`src/rtl/mdu_pkg.sv`:
```
// Shared encodings for the multiply/divide scheduler: E-stage ops, core ops,
// FSM states and the latency-counter width helper.
package mdu_pkg;

    typedef enum logic [2:0] {
        MD_NONE  = 3'd0,
        MD_MULT  = 3'd1,
        MD_MULTU = 3'd2,
        MD_DIV   = 3'd3,
        MD_DIVU  = 3'd4,
        MD_MTHI  = 3'd5,
        MD_MTLO  = 3'd6,
        MD_RSVD  = 3'd7
    } md_op_e;

    typedef enum logic [1:0] {
        CO_MULT  = 2'd0,
        CO_MULTU = 2'd1,
        CO_DIV   = 2'd2,
        CO_DIVU  = 2'd3
    } core_op_e;

    typedef enum logic {
        ST_IDLE = 1'b0,
        ST_RUN  = 1'b1
    } state_e;

    // Counter must hold the larger of the two latencies.
    function automatic int cnt_width(input int mul_cycles, input int div_cycles);
        int mx;
        mx = (mul_cycles > div_cycles) ? mul_cycles : div_cycles;
        return (mx < 2) ? 1 : $clog2(mx + 1);
    endfunction

    localparam int MUL_CYCLES_DEF = 5;
    localparam int DIV_CYCLES_DEF = 10;
    localparam int CNT_W          = cnt_width(MUL_CYCLES_DEF, DIV_CYCLES_DEF);

endpackage

```
`src/rtl/mdu_sched_if.sv`:
```
// E-stage request / core-control / HI-LO write bundle between the pipeline
// and the MDU scheduler.
interface mdu_sched_if;
    logic       e_valid;
    logic [2:0] e_op;
    logic       e_div_zero;
    logic       d_uses_md;
    logic       flush;

    logic       core_start;
    logic [1:0] core_op;
    logic       hi_we;
    logic       lo_we;
    logic       hilo_sel;
    logic       busy;
    logic       stall_d;
    logic       proto_err;

    modport master (
        output e_valid, e_op, e_div_zero, d_uses_md, flush,
        input  core_start, core_op, hi_we, lo_we, hilo_sel, busy, stall_d, proto_err
    );

    modport slave (
        input  e_valid, e_op, e_div_zero, d_uses_md, flush,
        output core_start, core_op, hi_we, lo_we, hilo_sel, busy, stall_d, proto_err
    );
endinterface

```
`src/rtl/mdu_lat_counter.sv`:
```
// Loadable down-counter that times an in-flight multiply/divide.
module mdu_lat_counter #(
    parameter int W = 4
) (
    input  logic         clk,
    input  logic         reset,
    input  logic         load,
    input  logic [W-1:0] load_val,
    input  logic         dec,
    output logic [W-1:0] cnt,
    output logic         last,
    output logic         zero
);

    always_ff @(posedge clk) begin
        if (reset)
            cnt <= '0;
        else if (load)
            cnt <= load_val;
        else if (dec && cnt != '0)
            cnt <= cnt - 1'b1;
    end

    assign last = (cnt == W'(1));
    assign zero = (cnt == '0);

endmodule

```
`src/rtl/mdu_sched.sv`:
```
// Multiply/divide scheduler: issues ops to the arithmetic core, times them,
// commits HI/LO, gates MTHI/MTLO and raises the D-stage stall.
module mdu_sched
    import mdu_pkg::*;
#(
    parameter int MUL_CYCLES = MUL_CYCLES_DEF,
    parameter int DIV_CYCLES = DIV_CYCLES_DEF
) (
    input  logic        clk,
    input  logic        reset,
    mdu_sched_if.slave  md
);

    localparam int W = cnt_width(MUL_CYCLES, DIV_CYCLES);

    state_e         state, state_nxt;
    logic           zero_kill;
    logic           proto_err_q;
    logic           e_live;
    logic           e_is_div;
    logic           e_is_md;
    logic           load;
    logic [W-1:0]   load_val;
    logic [W-1:0]   cnt;
    logic           last;
    logic           zero;

    // Reset also masks E-stage actions so nothing commits in the reset cycle.
    assign e_live   = md.e_valid & ~md.flush & ~reset;
    assign e_is_div = (md.e_op == MD_DIV) || (md.e_op == MD_DIVU);
    assign e_is_md  = (md.e_op >= MD_MULT) && (md.e_op <= MD_MTLO);

    mdu_lat_counter #(.W(W)) u_cnt (
        .clk      (clk),
        .reset    (reset),
        .load     (load),
        .load_val (load_val),
        .dec      (state == ST_RUN),
        .cnt      (cnt),
        .last     (last),
        .zero     (zero)
    );

    always_ff @(posedge clk) begin
        if (reset) begin
            state       <= ST_IDLE;
            zero_kill   <= 1'b0;
            proto_err_q <= 1'b0;
        end else begin
            state <= state_nxt;
            if (load)
                zero_kill <= md.e_div_zero & e_is_div;
            if (state == ST_RUN && e_live && e_is_md)
                proto_err_q <= 1'b1;
        end
    end

    always_comb begin
        state_nxt     = state;
        load          = 1'b0;
        load_val      = '0;
        md.core_start = 1'b0;
        md.core_op    = 2'd0;
        md.hi_we      = 1'b0;
        md.lo_we      = 1'b0;
        md.hilo_sel   = 1'b0;
        case (state)
            ST_IDLE: begin
                if (e_live) begin
                    case (md_op_e'(md.e_op))
                        MD_MULT, MD_MULTU, MD_DIV, MD_DIVU: begin
                            md.core_start = 1'b1;
                            md.core_op    = md.e_op[1:0] - 2'd1;
                            load          = 1'b1;
                            load_val      = e_is_div ? W'(DIV_CYCLES) : W'(MUL_CYCLES);
                            state_nxt     = ST_RUN;
                        end
                        MD_MTHI: begin
                            md.hi_we    = 1'b1;
                            md.hilo_sel = 1'b1;
                        end
                        MD_MTLO: begin
                            md.lo_we    = 1'b1;
                            md.hilo_sel = 1'b1;
                        end
                        default: ;
                    endcase
                end
            end
            ST_RUN: begin
                // An expired counter outside the commit cycle just drops back to idle.
                if (last) begin
                    md.hi_we  = ~zero_kill & ~reset;
                    md.lo_we  = ~zero_kill & ~reset;
                    state_nxt = ST_IDLE;
                end else if (zero) begin
                    state_nxt = ST_IDLE;
                end
            end
            default: state_nxt = ST_IDLE;
        endcase
    end

    assign md.busy      = (state == ST_RUN);
    assign md.stall_d   = md.d_uses_md & (md.busy | md.core_start);
    assign md.proto_err = proto_err_q;

endmodule

```
`src/flat_wrapper.sv`:
```
// flat-port wrapper written by rule: the top's interface ports become plain ports
module mdu_sched_flat import mdu_pkg::*;
#(
    parameter int MUL_CYCLES = MUL_CYCLES_DEF,
    parameter int DIV_CYCLES = DIV_CYCLES_DEF
)
  (clk, reset, md_e_valid, md_e_op, md_e_div_zero, md_d_uses_md, md_flush, md_core_start, md_core_op, md_hi_we, md_lo_we, md_hilo_sel, md_busy, md_stall_d, md_proto_err);
  mdu_sched_if md_i ();
  input  logic clk;
  input  logic reset;
  input wire logic [$bits(md_i.e_valid)-1:0] md_e_valid;
  input wire logic [$bits(md_i.e_op)-1:0] md_e_op;
  input wire logic [$bits(md_i.e_div_zero)-1:0] md_e_div_zero;
  input wire logic [$bits(md_i.d_uses_md)-1:0] md_d_uses_md;
  input wire logic [$bits(md_i.flush)-1:0] md_flush;
  output wire logic [$bits(md_i.core_start)-1:0] md_core_start;
  output wire logic [$bits(md_i.core_op)-1:0] md_core_op;
  output wire logic [$bits(md_i.hi_we)-1:0] md_hi_we;
  output wire logic [$bits(md_i.lo_we)-1:0] md_lo_we;
  output wire logic [$bits(md_i.hilo_sel)-1:0] md_hilo_sel;
  output wire logic [$bits(md_i.busy)-1:0] md_busy;
  output wire logic [$bits(md_i.stall_d)-1:0] md_stall_d;
  output wire logic [$bits(md_i.proto_err)-1:0] md_proto_err;
  assign md_i.e_valid = md_e_valid;
  assign md_i.e_op = md_e_op;
  assign md_i.e_div_zero = md_e_div_zero;
  assign md_i.d_uses_md = md_d_uses_md;
  assign md_i.flush = md_flush;
  assign md_core_start = md_i.core_start;
  assign md_core_op = md_i.core_op;
  assign md_hi_we = md_i.hi_we;
  assign md_lo_we = md_i.lo_we;
  assign md_hilo_sel = md_i.hilo_sel;
  assign md_busy = md_i.busy;
  assign md_stall_d = md_i.stall_d;
  assign md_proto_err = md_i.proto_err;
  mdu_sched #(.MUL_CYCLES(MUL_CYCLES), .DIV_CYCLES(DIV_CYCLES)) u_core (.clk(clk), .reset(reset), .md(md_i));
endmodule
```
`config.mk`:
```
export PLATFORM = sky130hd
export DESIGN_NAME = mdu_sched_flat
export DESIGN_NICKNAME = d
export VERILOG_FILES = /design/src/rtl/mdu_pkg.sv /design/src/rtl/mdu_sched_if.sv /design/src/rtl/mdu_lat_counter.sv /design/src/rtl/mdu_sched.sv /design/src/flat_wrapper.sv
export SDC_FILE = /design/constraint.sdc
export NUM_CORES = 1
export LEC_CHECK = 0
export BUFFER_PORTS_ARGS = -buffer_cell sky130_fd_sc_hd__buf_2
export CELL_PAD_IN_SITES_DETAIL_PLACEMENT = 1
export CELL_PAD_IN_SITES_GLOBAL_PLACEMENT = 1
export CORE_MARGIN = 2
export CORE_UTILIZATION = 40
export CTS_CLUSTER_DIAMETER = 150
export DETAILED_ROUTE_END_ITERATION = 10
export GPL_ROUTABILITY_DRIVEN = 0
export PLACE_DENSITY_LB_ADDON = 0.2
export SLEW_MARGIN = 25
export SYNTH_ARGS = -nofsm -noshare
export SYNTH_HDL_FRONTEND = slang
export SYNTH_SLANG_ARGS = --single-unit
```
`constraint.sdc`:
```
create_clock -name clk -period 3.69 [get_ports clk]
set_clock_uncertainty 0.2 [all_clocks]
set_input_delay 0.5535 -clock clk [delete_from_list [all_inputs] [get_ports clk]]
set_output_delay 0.5535 -clock clk [all_outputs]
set_load 0.005 [all_outputs]
```
==> impl_metrics.env, run 1 <==
export IMPL_crit_end="md_core_start"
export IMPL_wl_microns=1490
export IMPL_worstReg2RegEnd="u_core.u_cnt.cnt[1]$_SDFFE_PP0P_"
export IMPL_synth_edf_count=0
export IMPL_crit_path_start="md_e_op[1]"
export IMPL_intPower_uw=141
export IMPL_peakVddDrop_mv=0.206
export IMPL_worstSetupPathType="in2out"
export IMPL_die_x_microns=44.5
export IMPL_grt_pass1_wl_microns=2720
export IMPL_dpl_hpwl_microns=1220
export IMPL_yosys_area_share_simple_pct=33.4
export IMPL_cts_tree="yes"
export IMPL_leakage_uw=0.000345
export IMPL_cp_common_cell="buf_2"
export IMPL_reg2regPathDepth=5
export IMPL_post_place_cells=104
export IMPL_antenna_found_initial=0
export IMPL_cts_path_max_buffers=2
export IMPL_diodes=0
export IMPL_synth_compound_area_share_pct=19.8
export IMPL_slew_headroom_pct=74.3
export IMPL_core_area_sq_mm=0.00152
export IMPL_grt_pass1_vias=580
export IMPL_synth_seq_area_share_pct=21.4
export IMPL_synth_top_family_by_area="simple AND/OR/NAND/NOR gates"
export IMPL_grt_overflow_total=0
export IMPL_synthAdderAreaFrac_pct=13.4
export IMPL_fin_util_pct=50.2
export IMPL_status="completed"
export IMPL_instances_no_fill=108
export IMPL_finalSetupTns_ns=0
export IMPL_fmax_ghz=0.385
export IMPL_endpoint_kind="primary output"
export IMPL_first_iter_violations=5
export IMPL_final_cell_mix="buf_2, nor2_1, ha_1, dfxtp_1, inv_1"
export IMPL_rsz0062_at_grt="false"
export IMPL_clock_power_share_pct=34.7
export IMPL_grt_max_degree=12
export IMPL_drtAntennaViolNets=0
export IMPL_finalSetupViolations=0
export IMPL_syn_num_nets=89
export IMPL_max_stage_delay_ns=0.54
export IMPL_cts_buffers=3
export IMPL_drive_above_1_share_pct=35.9
export IMPL_initial_core_util_pct=43.0
export IMPL_async_flop_share_pct=0
export IMPL_wl_per_cell_microns=13.8
export IMPL_viasPerCell=5.55
export IMPL_path_clk_slew_ns=0.05
export IMPL_p_sw_uw=57.5
export IMPL_critical_path_required_ns=2.94
export IMPL_fp_row_count=14
export IMPL_synth_cell_type_count=38
export IMPL_clk_latency_ns=0.25
export IMPL_p_per_area_mw_per_mm2=260
export IMPL_path_delay_family="simple AND/OR/NAND/NOR gates"
export IMPL_critPathLaunchType="primary input"
export IMPL_fp_dieArea_sq_mm=0.00198
export IMPL_maxSlewViolCount=0
export IMPL_cp_arrival_ns=1.84
export IMPL_cts_hold_buf=0
export IMPL_finalHoldViolations=0
export IMPL_final_common_cell="buf_2"
export IMPL_synth_flop_cell="dfxtp_1"
export IMPL_die_y_microns=44.5
export IMPL_cts_num_sinks=7
export IMPL_area_delta_synth_final_pct=16.6
export IMPL_worst_slew_pin_slew_ns=0.384
export IMPL_cts_setup_buffers=0
export IMPL_num_vias=599
export IMPL_crit_chain="buf_2 > inv_1 > ha_1 > or4_4 > nand3_4 > inv_2 > buf_2"
export IMPL_avgSynthCellArea_sq_um=8.98
export IMPL_comb_power_share_pct=24.4
export IMPL_hold_path_class="reg2reg"
export IMPL_cts_root_buffer="clkbuf_4"
export IMPL_crit_buf_inv=4
export IMPL_h_tree_depth=1
export IMPL_drtPass1Iterations=4
export IMPL_netlist_instances=73
export IMPL_crit_slowest_cell="or4_4"
export IMPL_r2r_start="u_core.u_cnt.cnt[0]$_SDFFE_PP0P_"
export IMPL_fin_crit_ns=2.60
export IMPL_port_buffers=17
export IMPL_drc=0
export IMPL_grtUsageTotal_pct=18.7
export IMPL_cap_viol_max_count=0
export IMPL_netlist_area_sq_um=656
export IMPL_synth_seq_cells=7
export IMPL_synth_xor_area_share_pct=1.34
export IMPL_regToRegSetupSlack_ns=1.82
export IMPL_pin_count=18
export IMPL_cp_depth=7
export IMPL_muxShareOfSynthArea_pct=3.24
export IMPL_cp_max_fo=5
export IMPL_ys_warn_count=0
export IMPL_layout_nets=109
export IMPL_swShare_pct=29.0
export IMPL_seqPwrFrac_pct=41.0
export IMPL_cts_resized=0
export IMPL_period_share_pct=70.4
logic make-up after synthesis:
group | count (synthesis)
simple gates | 31
compound gates | 16
buf+inv | 9
fa+ha+maj | 7
flops | 7
mux | 2
xor+xnor | 1
worst min-delay path by stage:
stage / from / to / slack, ns / cells after the start
after floorplan: u_core.u_cnt.cnt[3]$_SDFFE_PP0P_ / u_core.u_cnt.cnt[3]$_SDFFE_PP0P_ / 0.24 / 2
after global placement: u_core.u_cnt.cnt[3]$_SDFFE_PP0P_ / u_core.u_cnt.cnt[3]$_SDFFE_PP0P_ / 0.26 / 2
after detailed placement: u_core.u_cnt.cnt[3]$_SDFFE_PP0P_ / u_core.u_cnt.cnt[3]$_SDFFE_PP0P_ / 0.27 / 2
after CTS: u_core.u_cnt.cnt[3]$_SDFFE_PP0P_ / u_core.u_cnt.cnt[3]$_SDFFE_PP0P_ / 0.27 / 2
after global routing: u_core.u_cnt.cnt[3]$_SDFFE_PP0P_ / u_core.u_cnt.cnt[3]$_SDFFE_PP0P_ / 0.31 / 2
final: u_core.u_cnt.cnt[3]$_SDFFE_PP0P_ / u_core.u_cnt.cnt[3]$_SDFFE_PP0P_ / 0.27 / 2
worst register-to-register path: stages (launching register included):
cell and delay, ns:
dfxtp_1 0.40, inv_1 0.09, ha_1 0.23, a21boi_2 0.29
mux2_2 0.38, o32ai_2 0.20
power groups by stage:
stage                     clock network [uW]  logic, uW  registers [uW]
final                                   68.8       48.3            81.3
after global placement                     0       47.5            82.8
after CTS                               71.2       48.9            81.2
after floorplan                            0       35.5            82.1
after detailed placement                   0       48.5            82.8
after global routing                    77.0       54.1            81.9
synth_stat cells (all sizes together) (2+ instances only):
library cell / n / share of area [%]
a21oi: 5 / 3.8
nand2: 4 / 2.3
ha: 7 / 13
nor3: 2 / 2.3
nor4b: 2 / 5.9
buf: 2 / 3.4
nor2: 10 / 5.7
nand3: 3 / 4.2
inv: 7 / 4.0
or4b: 2 / 3.6
o211ai: 2 / 3.1
dfxtp: 7 / 21
o21ai: 2 / 1.5
cell type report:
type | instances | area, sq um
clock buffers | 4 | 26.3
well taps | 16 | 20.0
repair buffers | 17 | 85.1
flip-flops and latches | 7 | 140
inverters | 7 | 26.3
fillers | 201 | 759
multi-input cells | 57 | 467
routing by layer:
| layer | GRT usage (%) | vias to the layer above | share of wire (%) |
|---|---|---|---|
| met1 | 25.6 | 292 | 48 |
| li1 | - | 299 | - |
| met4 | 3.64 | 0 | 0 |
| met3 | 4.90 | 0 | 2.5 |
| met2 | 29.6 | 8 | 49 |
| met5 | 0 | - | 0 |
flip-flops by register name (all words and copies together), names as in the netlist:
signal               count
u_core.u_cnt.cnt         4
u_core.md.busy           1
u_core.md.proto_err      1
u_core.zero_kill         1
metrics by stage:
step	worst slack (ns)	instance area [sq um]	power (uW)	hold WS, ns
2_1_floorplan	1.44	656	118	0.241
3_3_place_gp	1.14	738	130	0.260
3_5_place_dp	1.08	738	131	0.267
4_1_cts	1.07	764	201	0.274
5_1_grt	0.925	764	213	0.307
6_report	1.09	764	198	0.268
Note: power is estimated with default switching activity, not from simulation.
==> run 2: changes to the inputs <==
--- a/config.mk
+++ b/config.mk
@@ -5,11 +5,12 @@
 export SDC_FILE = /design/constraint.sdc
 export NUM_CORES = 1
 export LEC_CHECK = 0
+export ABC_AREA = 1
 export BUFFER_PORTS_ARGS = -buffer_cell sky130_fd_sc_hd__buf_2
 export CELL_PAD_IN_SITES_DETAIL_PLACEMENT = 1
 export CELL_PAD_IN_SITES_GLOBAL_PLACEMENT = 1
 export CORE_MARGIN = 2
-export CORE_UTILIZATION = 40
+export CORE_UTILIZATION = 34
 export CTS_CLUSTER_DIAMETER = 150
 export DETAILED_ROUTE_END_ITERATION = 10
 export GPL_ROUTABILITY_DRIVEN = 0
==> constraint.sdc (replaced) <==
create_clock -name clk -period 2.7 [get_ports clk]
set_clock_uncertainty 0.2 [all_clocks]
set_input_delay 0.405 -clock clk [delete_from_list [all_inputs] [get_ports clk]]
set_output_delay 0.405 -clock clk [all_outputs]
set_load 0.005 [all_outputs]
==> run 2 against run 1 <==
Effect of this change: critical path depth fell by 1; first-iteration DRC count unchanged; die area rose by 14%; register-to-register slack worse by 0.73 ns; largest cell class unchanged; largest power group unchanged.
==> impl_metrics.env, run 2 <==
export IMPL_top_register="u_core.u_cnt.cnt"
export IMPL_period_share_pct=77.4
export IMPL_grt_pass1_wl_microns=2680
export IMPL_synth_most_common_cell="nand2_1"
export IMPL_yosysTopAreaCell="dfxtp_1"
export IMPL_synth_top_cell_area_share_pct=21.8
export IMPL_fin_crit_ns=2.09
export IMPL_synth_edf_count=0
export IMPL_netlist_instances=98
export IMPL_die_y_microns=47.5
export IMPL_status="completed"
export IMPL_drtAntennaViolNets=0
export IMPL_diodes=0
export IMPL_grt_max_degree=14
export IMPL_regToRegSetupSlack_ns=1.09
export IMPL_final_common_cell="nand2_1"
export IMPL_ys_warn_count=0
export IMPL_leakage_uw=0.000434
export IMPL_hold_path_depth=2
export IMPL_whs_ns=0.162
export IMPL_cts_tree="yes"
export IMPL_cap_viol_max_count=0
export IMPL_wl_per_cell_microns=11.5
export IMPL_reg2regPathDepth=7
export IMPL_finalHoldViolations=0
export IMPL_cts_resized=0
export IMPL_fillers=255
export IMPL_grtUsageTotal_pct=17.2
export IMPL_fp_row_count=15
export IMPL_wl_microns=1650
export IMPL_fin_util_pct=44.3
export IMPL_dpl_hpwl_microns=1370
export IMPL_max_stage_delay_ns=0.30
export IMPL_cts_buffers=3
export IMPL_cts_num_sinks=7
export IMPL_initial_core_util_pct=36.8
export IMPL_cts_setup_buffers=0
export IMPL_clk_latency_ns=0.26
export IMPL_critical_path_required_ns=2.10
export IMPL_layout_nets=135
export IMPL_finalSetupViolations=0
export IMPL_netlist_area_sq_um=642
export IMPL_synth_area_leaders="dfxtp_1, nand2_1, ha_1"
export IMPL_cp_max_fo=4
export IMPL_grt_overflow_total=0
export IMPL_cts_path_max_buffers=2
export IMPL_endpoint_kind="primary output"
export IMPL_cp_arrival_ns=1.48
export IMPL_synth_flop_cell="dfxtp_1"
export IMPL_drc=0
export IMPL_cts_hold_buf=0
export IMPL_path_clk_slew_ns=0.05
export IMPL_critPathLaunchType="register"
export IMPL_maxSlewViolCount=0
export IMPL_crit_chain="inv_1 > ha_1 > nor3b_1 > nand2_1 > o21ai_0 > buf_2"
export IMPL_p_per_area_mw_per_mm2=362
export IMPL_drtPass1Iterations=3
export IMPL_final_cell_mix="nand2_1, buf_2, inv_1"
export IMPL_synth_seq_cells=7
export IMPL_grt_pass1_vias=633
export IMPL_drive_above_1_share_pct=25.4
export IMPL_avgSynthCellArea_sq_um=6.55
export IMPL_largest_reg_flops=4
export IMPL_synth_cell_type_count=21
export IMPL_antenna_found_initial=0
export IMPL_async_flop_share_pct=0
export IMPL_slew_headroom_pct=79.1
export IMPL_yosys_top_cells_count="nand2_1, inv_1, nor2_1"
export IMPL_cts_root_buffer="clkbuf_4"
export IMPL_port_buffers=17
export IMPL_h_tree_depth=1
export IMPL_area_delta_synth_final_pct=20.5
export IMPL_first_iter_violations=5
export IMPL_viasPerCell=4.60
export IMPL_core_area_sq_mm=0.00175
export IMPL_fp_dieArea_sq_mm=0.00225
export IMPL_finalSetupTns_ns=0
export IMPL_total_power_uw=280
export IMPL_syn_num_nets=114
export IMPL_die_x_microns=47.5
export IMPL_pin_count=18
export IMPL_num_vias=658
export IMPL_peakVddDrop_mv=0.243
export IMPL_fmax_ghz=0.479
export IMPL_rsz0062_at_grt="false"
export IMPL_synth_seq_area_share_pct=21.8
export IMPL_worstSetupPathType="reg2out"
export IMPL_hold_path_class="in2reg"
export IMPL_crit_slowest_cell="dfxtp_1"
export IMPL_worst_slew_pin_slew_ns=0.314
==> run 2: kinds of logic after synthesis <==
group,synth area share [%]
XOR/XNOR,1.36
adder cells (fa/ha/maj),13.6
buffers and inverters,12.3
AND/OR/NAND/NOR,42.7
AO/OA/AOI/OAI,8.19
flip-flops,21.8
==> run 2: area by class of cell <==
cell class | count | area (sq um) | area share (%)
multi-input cells | 72 | 423 | 54.7
repair buffers | 17 | 85.1 | 11.0
clock buffers | 4 | 26.3 | 3.40
inverters | 18 | 67.6 | 8.74
well taps | 25 | 31.3 | 4.05
flip-flops and latches | 7 | 140 | 18.1
==> run 2: stage by stage <==
stage	cells	area [sq um]	worst slack (ns)
final	143	773	0.610
after global routing	143	773	0.445
after CTS	143	773	0.601
after detailed placement	139	747	0.650
after global placement	139	747	0.696
after floorplan	98	642	0.935
==> run 2: per-layer routing <==
| metal | track usage [%] | vias up | wire (microns) |
|---|---|---|---|
| li1 | - | 344 | - |
| met1 | 19.4 | 300 | 728 |
| met2 | 31.4 | 14 | 843 |
| met3 | 5.66 | 0 | 74 |
| met4 | 3.33 | 0 | 0 |
| met5 | 0 | - | 0 |
==> run 2: path summary, 6_finish.rpt <==
path | startpoint | to
max | u_core.u_cnt.cnt[1]$_SDFFE_PP0P_ | md_lo_we
min | reset | u_core.md.proto_err$_SDFFE_PP0P_
max reg2reg | u_core.u_cnt.cnt[0]$_SDFFE_PP0P_ | u_core.u_cnt.cnt[0]$_SDFFE_PP0P_
min reg2reg | u_core.md.proto_err$_SDFFE_PP0P_ | u_core.md.proto_err$_SDFFE_PP0P_
==> run 2: critical path: cells and delay by family, from the launching register on <==
family          cells  cell delay [ns]
compound gates      1             0.09
fa+ha+maj           1             0.17
buf+inv             2             0.25
flops               1             0.30
simple gates        2             0.42
==> run 2: where the power goes <==
group,internal [uW],leakage (uW),switching [uW],total (uW)
sequential,107,0.0000568,3.94,111
clock,56.5,0.0000150,39.8,96.3
combinational,27.9,0.000362,44.2,72.1
total,192,0.000434,88.0,280
